$ cat src/rtl/piso_pkg.sv
// piso_pkg: shared FSM state type and default word width for piso_tx.
// PARITY exists only when PISO_TX_PARITY_EN is defined.
package piso_pkg;
    localparam int DEFAULT_WIDTH = 8;
`ifdef PISO_TX_PARITY_EN
    typedef enum logic [1:0] {IDLE, SHIFT, PARITY} state_t;
`else
    typedef enum logic [1:0] {IDLE, SHIFT} state_t;
`endif
endpackage

$ cat src/rtl/piso_shreg.sv
// piso_shreg: loadable shift register whose head is the next bit to transmit.
// A load stores the word already advanced by one, since its head bit leaves straight from the input.
module piso_shreg import piso_pkg::*; #(
    parameter int WIDTH = DEFAULT_WIDTH,
    parameter int MSB_FIRST = 1
) (
    input  logic             clk,
    input  logic             rst_n,
    input  logic             load,
    input  logic             shift,
    input  logic [WIDTH-1:0] d,
    output logic             head
);
    logic [WIDTH-1:0] q, src, nxt;
    assign src = load ? d : q;
    assign nxt = MSB_FIRST != 0 ? {src[WIDTH-2:0], 1'b0} : {1'b0, src[WIDTH-1:1]};
    assign head = MSB_FIRST != 0 ? q[WIDTH-1] : q[0];
    always_ff @(posedge clk or negedge rst_n)
        if (!rst_n) q <= '0;
        else if (load || shift) q <= nxt;
endmodule

$ cat src/rtl/piso_tx.sv
// piso_tx: valid/ready parallel-in serial-out transmitter with frame/done strobes.
// Define PISO_TX_PARITY_EN to append an even-parity bit to every frame.
module piso_tx import piso_pkg::*; #(
    parameter int WIDTH = DEFAULT_WIDTH,
    parameter int MSB_FIRST = 1
) (
    input  logic             clk,
    input  logic             rst_n,
    input  logic [WIDTH-1:0] parallel_in,
    input  logic             in_valid,
    output logic             in_ready,
    output logic             serial_out,
    output logic             frame,
    output logic             done
);
    localparam int CW = $clog2(WIDTH + 1);
    localparam logic [CW-1:0] LAST = CW'(WIDTH);
    state_t state;
    logic [CW-1:0] cnt;
    logic accept, last, head, head_in;
    assign in_ready = state == IDLE || done;
    assign accept = in_valid && in_ready;
    assign last = state == SHIFT && cnt == LAST;
    assign head_in = MSB_FIRST != 0 ? parallel_in[WIDTH-1] : parallel_in[0];
    piso_shreg #(.WIDTH(WIDTH), .MSB_FIRST(MSB_FIRST)) u_shreg (
        .clk(clk), .rst_n(rst_n), .load(accept), .shift(state == SHIFT), .d(parallel_in), .head(head)
    );
`ifdef PISO_TX_PARITY_EN
    logic par;
    always_ff @(posedge clk or negedge rst_n)
        if (!rst_n) par <= 1'b0;
        else if (accept) par <= ^parallel_in;
`endif
    // cnt is the index (1..WIDTH) of the data bit currently on serial_out
    always_ff @(posedge clk or negedge rst_n) begin
        if (!rst_n) begin
            state <= IDLE;
            cnt <= '0;
            serial_out <= 1'b0;
            frame <= 1'b0;
            done <= 1'b0;
        end else if (accept) begin
            state <= SHIFT;
            cnt <= CW'(1);
            serial_out <= head_in;
            frame <= 1'b1;
            done <= 1'b0;
        end else if (state == SHIFT && !last) begin
            cnt <= cnt + 1'b1;
            serial_out <= head;
`ifdef PISO_TX_PARITY_EN
            done <= 1'b0;
`else
            done <= cnt == LAST - 1'b1;
`endif
`ifdef PISO_TX_PARITY_EN
        end else if (last) begin
            state <= PARITY;
            cnt <= '0;
            serial_out <= par;
            done <= 1'b1;
`endif
        end else begin
            state <= IDLE;
            cnt <= '0;
            serial_out <= 1'b0;
            frame <= 1'b0;
            done <= 1'b0;
        end
    end
endmodule

$ cat config.mk
export PLATFORM = sky130hd
export DESIGN_NAME = piso_tx
export DESIGN_NICKNAME = d
export VERILOG_FILES = /design/src/rtl/piso_pkg.sv /design/src/rtl/piso_shreg.sv /design/src/rtl/piso_tx.sv
export SDC_FILE = /design/constraint.sdc
export NUM_CORES = 1
export LEC_CHECK = 0
export BUFFER_PORTS_ARGS = -buffer_cell sky130_fd_sc_hd__buf_2
export CORE_MARGIN = 2
export CORE_UTILIZATION = 27
export DETAILED_ROUTE_END_ITERATION = 10
export PLACE_DENSITY = 0.55
export SLEW_MARGIN = 20
export SYNTH_ARGS = -nofsm -noshare
export SYNTH_HDL_FRONTEND = slang
export SYNTH_SLANG_ARGS = --single-unit
$ cat constraint.sdc
create_clock -name clk -period 1.4 [get_ports clk]
set_input_delay 0.14 -clock clk [delete_from_list [all_inputs] [get_ports clk]]
set_output_delay 0.14 -clock clk [all_outputs]
set_load 0.05 [all_outputs]
# After elaboration in Yosys (flattened, before gate mapping)
# Cells that the tools add are included.
dict set report op_classes {
  addsub 1
  n_mul 0
  div 0
  n_lt_le_gt_ge 0
  n_eq_ne 4
  n_shift 0
  mux 11
  bitwise 0
  reduce_logical 7
}
# op n
set op_table {}
lappend op_table {{2-to-1 mux 4 bit} 2}
lappend op_table {{2-to-1 mux 7 bit} 1}
lappend op_table {{2-to-1 mux 1 bit} 6}
lappend op_table {{adder 4 x 1 -> 4 bit (second input constant)} 1}
lappend op_table {{equality test 4 x 3 -> 1 bit (second input constant)} 1}
lappend op_table {{equality test 4 bit (second input constant)} 1}
lappend op_table {{2-to-1 mux 2 bit} 2}
lappend op_table {{logical AND 1 bit} 3}
lappend op_table {{equality test 2 x 1 -> 1 bit (second input constant)} 1}
lappend op_table {{logical NOT 2 bit} 1}
lappend op_table {{logical OR 1 bit} 2}
lappend op_table {{inequality test 2 x 1 -> 1 bit (second input constant)} 1}
lappend op_table {{logical NOT 1 bit} 1}
dict set report word_totals {
  register_bits 16
  latchBits 0
  ramBits 0
  rom_bits 0
  in_bits 11
  out_inout_bits 4
  wordCells 29
  memories 0
}

# Depth between registers and ports, before layout
dict set report depth {
  depth_word 6
  mapped_depth 5
  mapped_depth_nobuf 5
}

# By module
# Synthesis repeated with hierarchy kept, for this count alone.
dict set report unflattened {
  hier_cells 62
  area_unflattened_um2 661.9
}
# mod instances cells_per_inst area_per_inst_um2 seq_area_each_um2
set modules_own_cells {}
lappend modules_own_cells {piso_tx 1 32 340.3 175.2}
lappend modules_own_cells {piso_shreg 1 30 321.6 175.2}

# Least setup slack after synthesis
# Ideal clock, no wire load.
dict set report synth_path {
  path_kind {reg2reg}
  startpoint {reg, netlist name frame}
  endpoint {reg serial_out}
  setup_time_ns 0.122
  arrival_ns 1.598
  required_time_ns 1.278
  path_slack_ns -0.320
  stages_incl_launch_ff 4
  path_buffers 1
  period_less_slack_ns 1.720
  path_cell_list {dfrtp_1 > buf_2 > nand2b_1 > a32o_1}
}
# item line
set synth_lines {}
lappend synth_lines {{end signal, assigned} piso_tx.sv:45} ;# serial_out <= head_in;
lappend synth_lines {{end, declared} piso_tx.sv:12} ;# output logic serial_out,

==> qor.txt <==
status = complete, no violations
H-tree levels = 1
clock tree buffer depth = 2
vias in the first global route = 540
max_slew headroom = 77.9%
critical-path cell list = buf_4 > nand2b_4 > clkbuf_4
antenna violations before repair = 0
Bufs and invs on worst path = 2
Synth Area in Adders = 3.53%
clk slew on worst S/H paths = 0.09 ns
Layout Cells excl Fill = 115
power per cell area = 1970 nW/um^2
fin crit share = 93.7%
# setup viols final = 0
register area = 352 sq um
average vias per placed instance = 4.67
io pins = 15
f_max = 763 MHz
Post-DP HPWL = 996 um
family with the most delay on the worst path = flip-flops
critical path capture point type = primary output
Core Util, Final = 34.1%
post-synthesis async set-or-reset flop share = 100%
Synth Flop Type = dfrtp_1
CP Launch Type = flop
area share of and/or/nand/nor cells after synthesis = 21.3%
DR vias = 537
area leader, netlist = dfrtp_1
Worst Slack Setup Final = 0.0887 ns
top-area cell type share of the netlist area = 49.4%
routed length per instance = 12.0 um
Power Total = 1.66 mW
fin area = 845 sq um
global route total overflow = 0
mapped cell area = 709 sq um
DIE AREA = 3050 sq um
Total GRT Usage = 10.4%
Root Driver = clkbuf_4
DIE HEIGHT = 55.3 um
Peak VDD IR = 0.751 mV
worst-margin pin slew = 0.332 ns
multiplexer area fraction after synthesis = 1.41%
Max-Cap Viols = 0
Ys Warns = 0
Hold Violations, Final = 0
Yosys reg bits = 14
Initial DRC Count = 11
post-route ant nets = 0
dpl cell area = 806 sq um
Hold Crit Class = in -> reg
number of flops mapped to enable cells by yosys = 0
routed wire length = 1.38 mm
Core Region = 2480 sq um
CTS tree = built
slowest stage cell, crit path = dfrtp_2
syn nets = 81
critical path peak fanout = 11
Netlist cell types = 24
Final Skew = 0.00173 ns
DP Worst Slack = 0.215 ns
pins over their slew limit = 0
# placed instances = 110
Skew-Pair Late Insertion Delay = 0.28 ns
Multi-input gate area = 324 sq um
combinational family with the most area after synthesis = simple AND/OR/NAND/NOR gates
row count = 18
WP data required = 1.26 ns
fillers = 267
TritonRoute pass-1 iters = 4
Post-layout nets = 99
pin count of the biggest net entering global routing = 15
TritonCTS buffer count = 3
diode count = 0
arrival time at the worst endpoint = 1.17 ns
initial core utilization = 28.6%
fraction of layout cells with a size suffix above 1 = 27.1%
Port Buffers = 14
CP peak stage delay = 0.40 ns
DRC = 0
final setup TNS = 0 ns
Horiz. Die Dim = 55.3 um
post-synthesis compound-gate area fraction = 15.9%
post-CTS setup buffer count = 0
hold slack = 0.108 ns
Placer Congestion = 0.705
P&R area growth vs syn = 19.0%
Pleak = 0.418 nW
syn_area_per_cell = 10.4 sq um
post-layout min period = 1.31 ns
Synth Instances = 68
synth top area cells = dfrtp_1, a211oi_1, and2b_1
xor-xnor portion of the synthesized cell area = 2.47%
RSZ-0062 raised after global routing = no
first-pass GRT wire length = 2.54 mm
WS Path Type = reg -> out
Seq/Total Area, Yosys = 49.4%
CTS sink cnt = 14
==> synth_stat cells (2+ instances only) <==
master / count
a211oi_1: 6
and2b_1: 5
buf_6: 2
dfrtp_1: 14
ha_1: 2
inv_1: 2
nand2_1: 5
nand3_1: 3
nor2_1: 8
o21ai_0: 2
o22ai_1: 6
==> worst paths after layout <==
kind	cells after the start	end	slack (ns)	startpoint
min in group asynchronous	2	serial_out$_DFF_PN0_	0.28	rst_n
setup / recovery	3	in_ready	0.09	frame$_DFFE_PN0P_
hold / removal	3	u_shreg.q[1]$_DFFE_PN0P_	0.11	parallel_in[0]
setup reg to reg	5	serial_out$_DFF_PN0_	0.21	cnt[0]$_DFF_PN0_
hold reg to reg	1	done$_DFF_PN0_	0.50	cnt[3]$_DFF_PN0_
max in group asynchronous	2	frame$_DFFE_PN0P_	0.86	rst_n
==> per-layer routing <==
metal / global-route usage (%) / vias to the layer above / routed length [um]
met1: 14.2 / 253 / 679
li1: - / 274 / -
met4: 3.14 / 0 / 0
met3: 4.92 / 0 / 77
met2: 14.6 / 10 / 628
met5: 0 / - / 0
==> final cells by class <==
class / count / area share [%]
sequential: 14 / 41.6
multi-input combinational: 48 / 38.4
clock buffer: 4 / 3.11
timing repair buffer: 17 / 11.6
tap: 30 / 4.44
inverter: 2 / 0.889
==> cells in the final DEF (no fill, tap or decap), drive strengths merged, types with 2 or more instances in the layout <==
cell type / n
buf: 15
dfrtp: 14
nor2: 8
a211oi: 6
o22ai: 6
nand2: 5
and2b: 5
clkbuf: 5
nand3: 3
inv: 2
o21ai: 2
ha: 2
nor2b: 2
==> state kept, by name, summed over array words and instances (netlist names) <==
signal / count
frame: 1
serial_out: 1
u_shreg.q: 7
done: 1
cnt: 4
==> timing repair <==
action | in CTS | in global routing
hold buffers | 1 | 0
endpoints found under the setup margin | 0 | 1
hold endpoints to repair | 14 | 0
gates resized for setup | 0 | 1
==> cells by family after synthesis <==
family | after synthesis
XOR/XNOR | 2
buffers and inverters | 6
AND/OR/NAND/NOR | 27
flip-flops | 14
adder cells (fa/ha/maj) | 2
AO/OA/AOI/OAI | 16
multiplexers | 1
==> worst min-delay path, cell delays in order <==
cell     delay [ns]
buf_2          0.09
nand3_1        0.06
o21ai_0        0.07
==> power by group <==
group          internal, mW  switching, mW  leakage [nW]
combinational         0.294          0.443         0.232
sequential            0.577          0.104         0.172
clock                 0.111          0.134        0.0150
No activity file was read; power rests on OpenSTA's default activity.
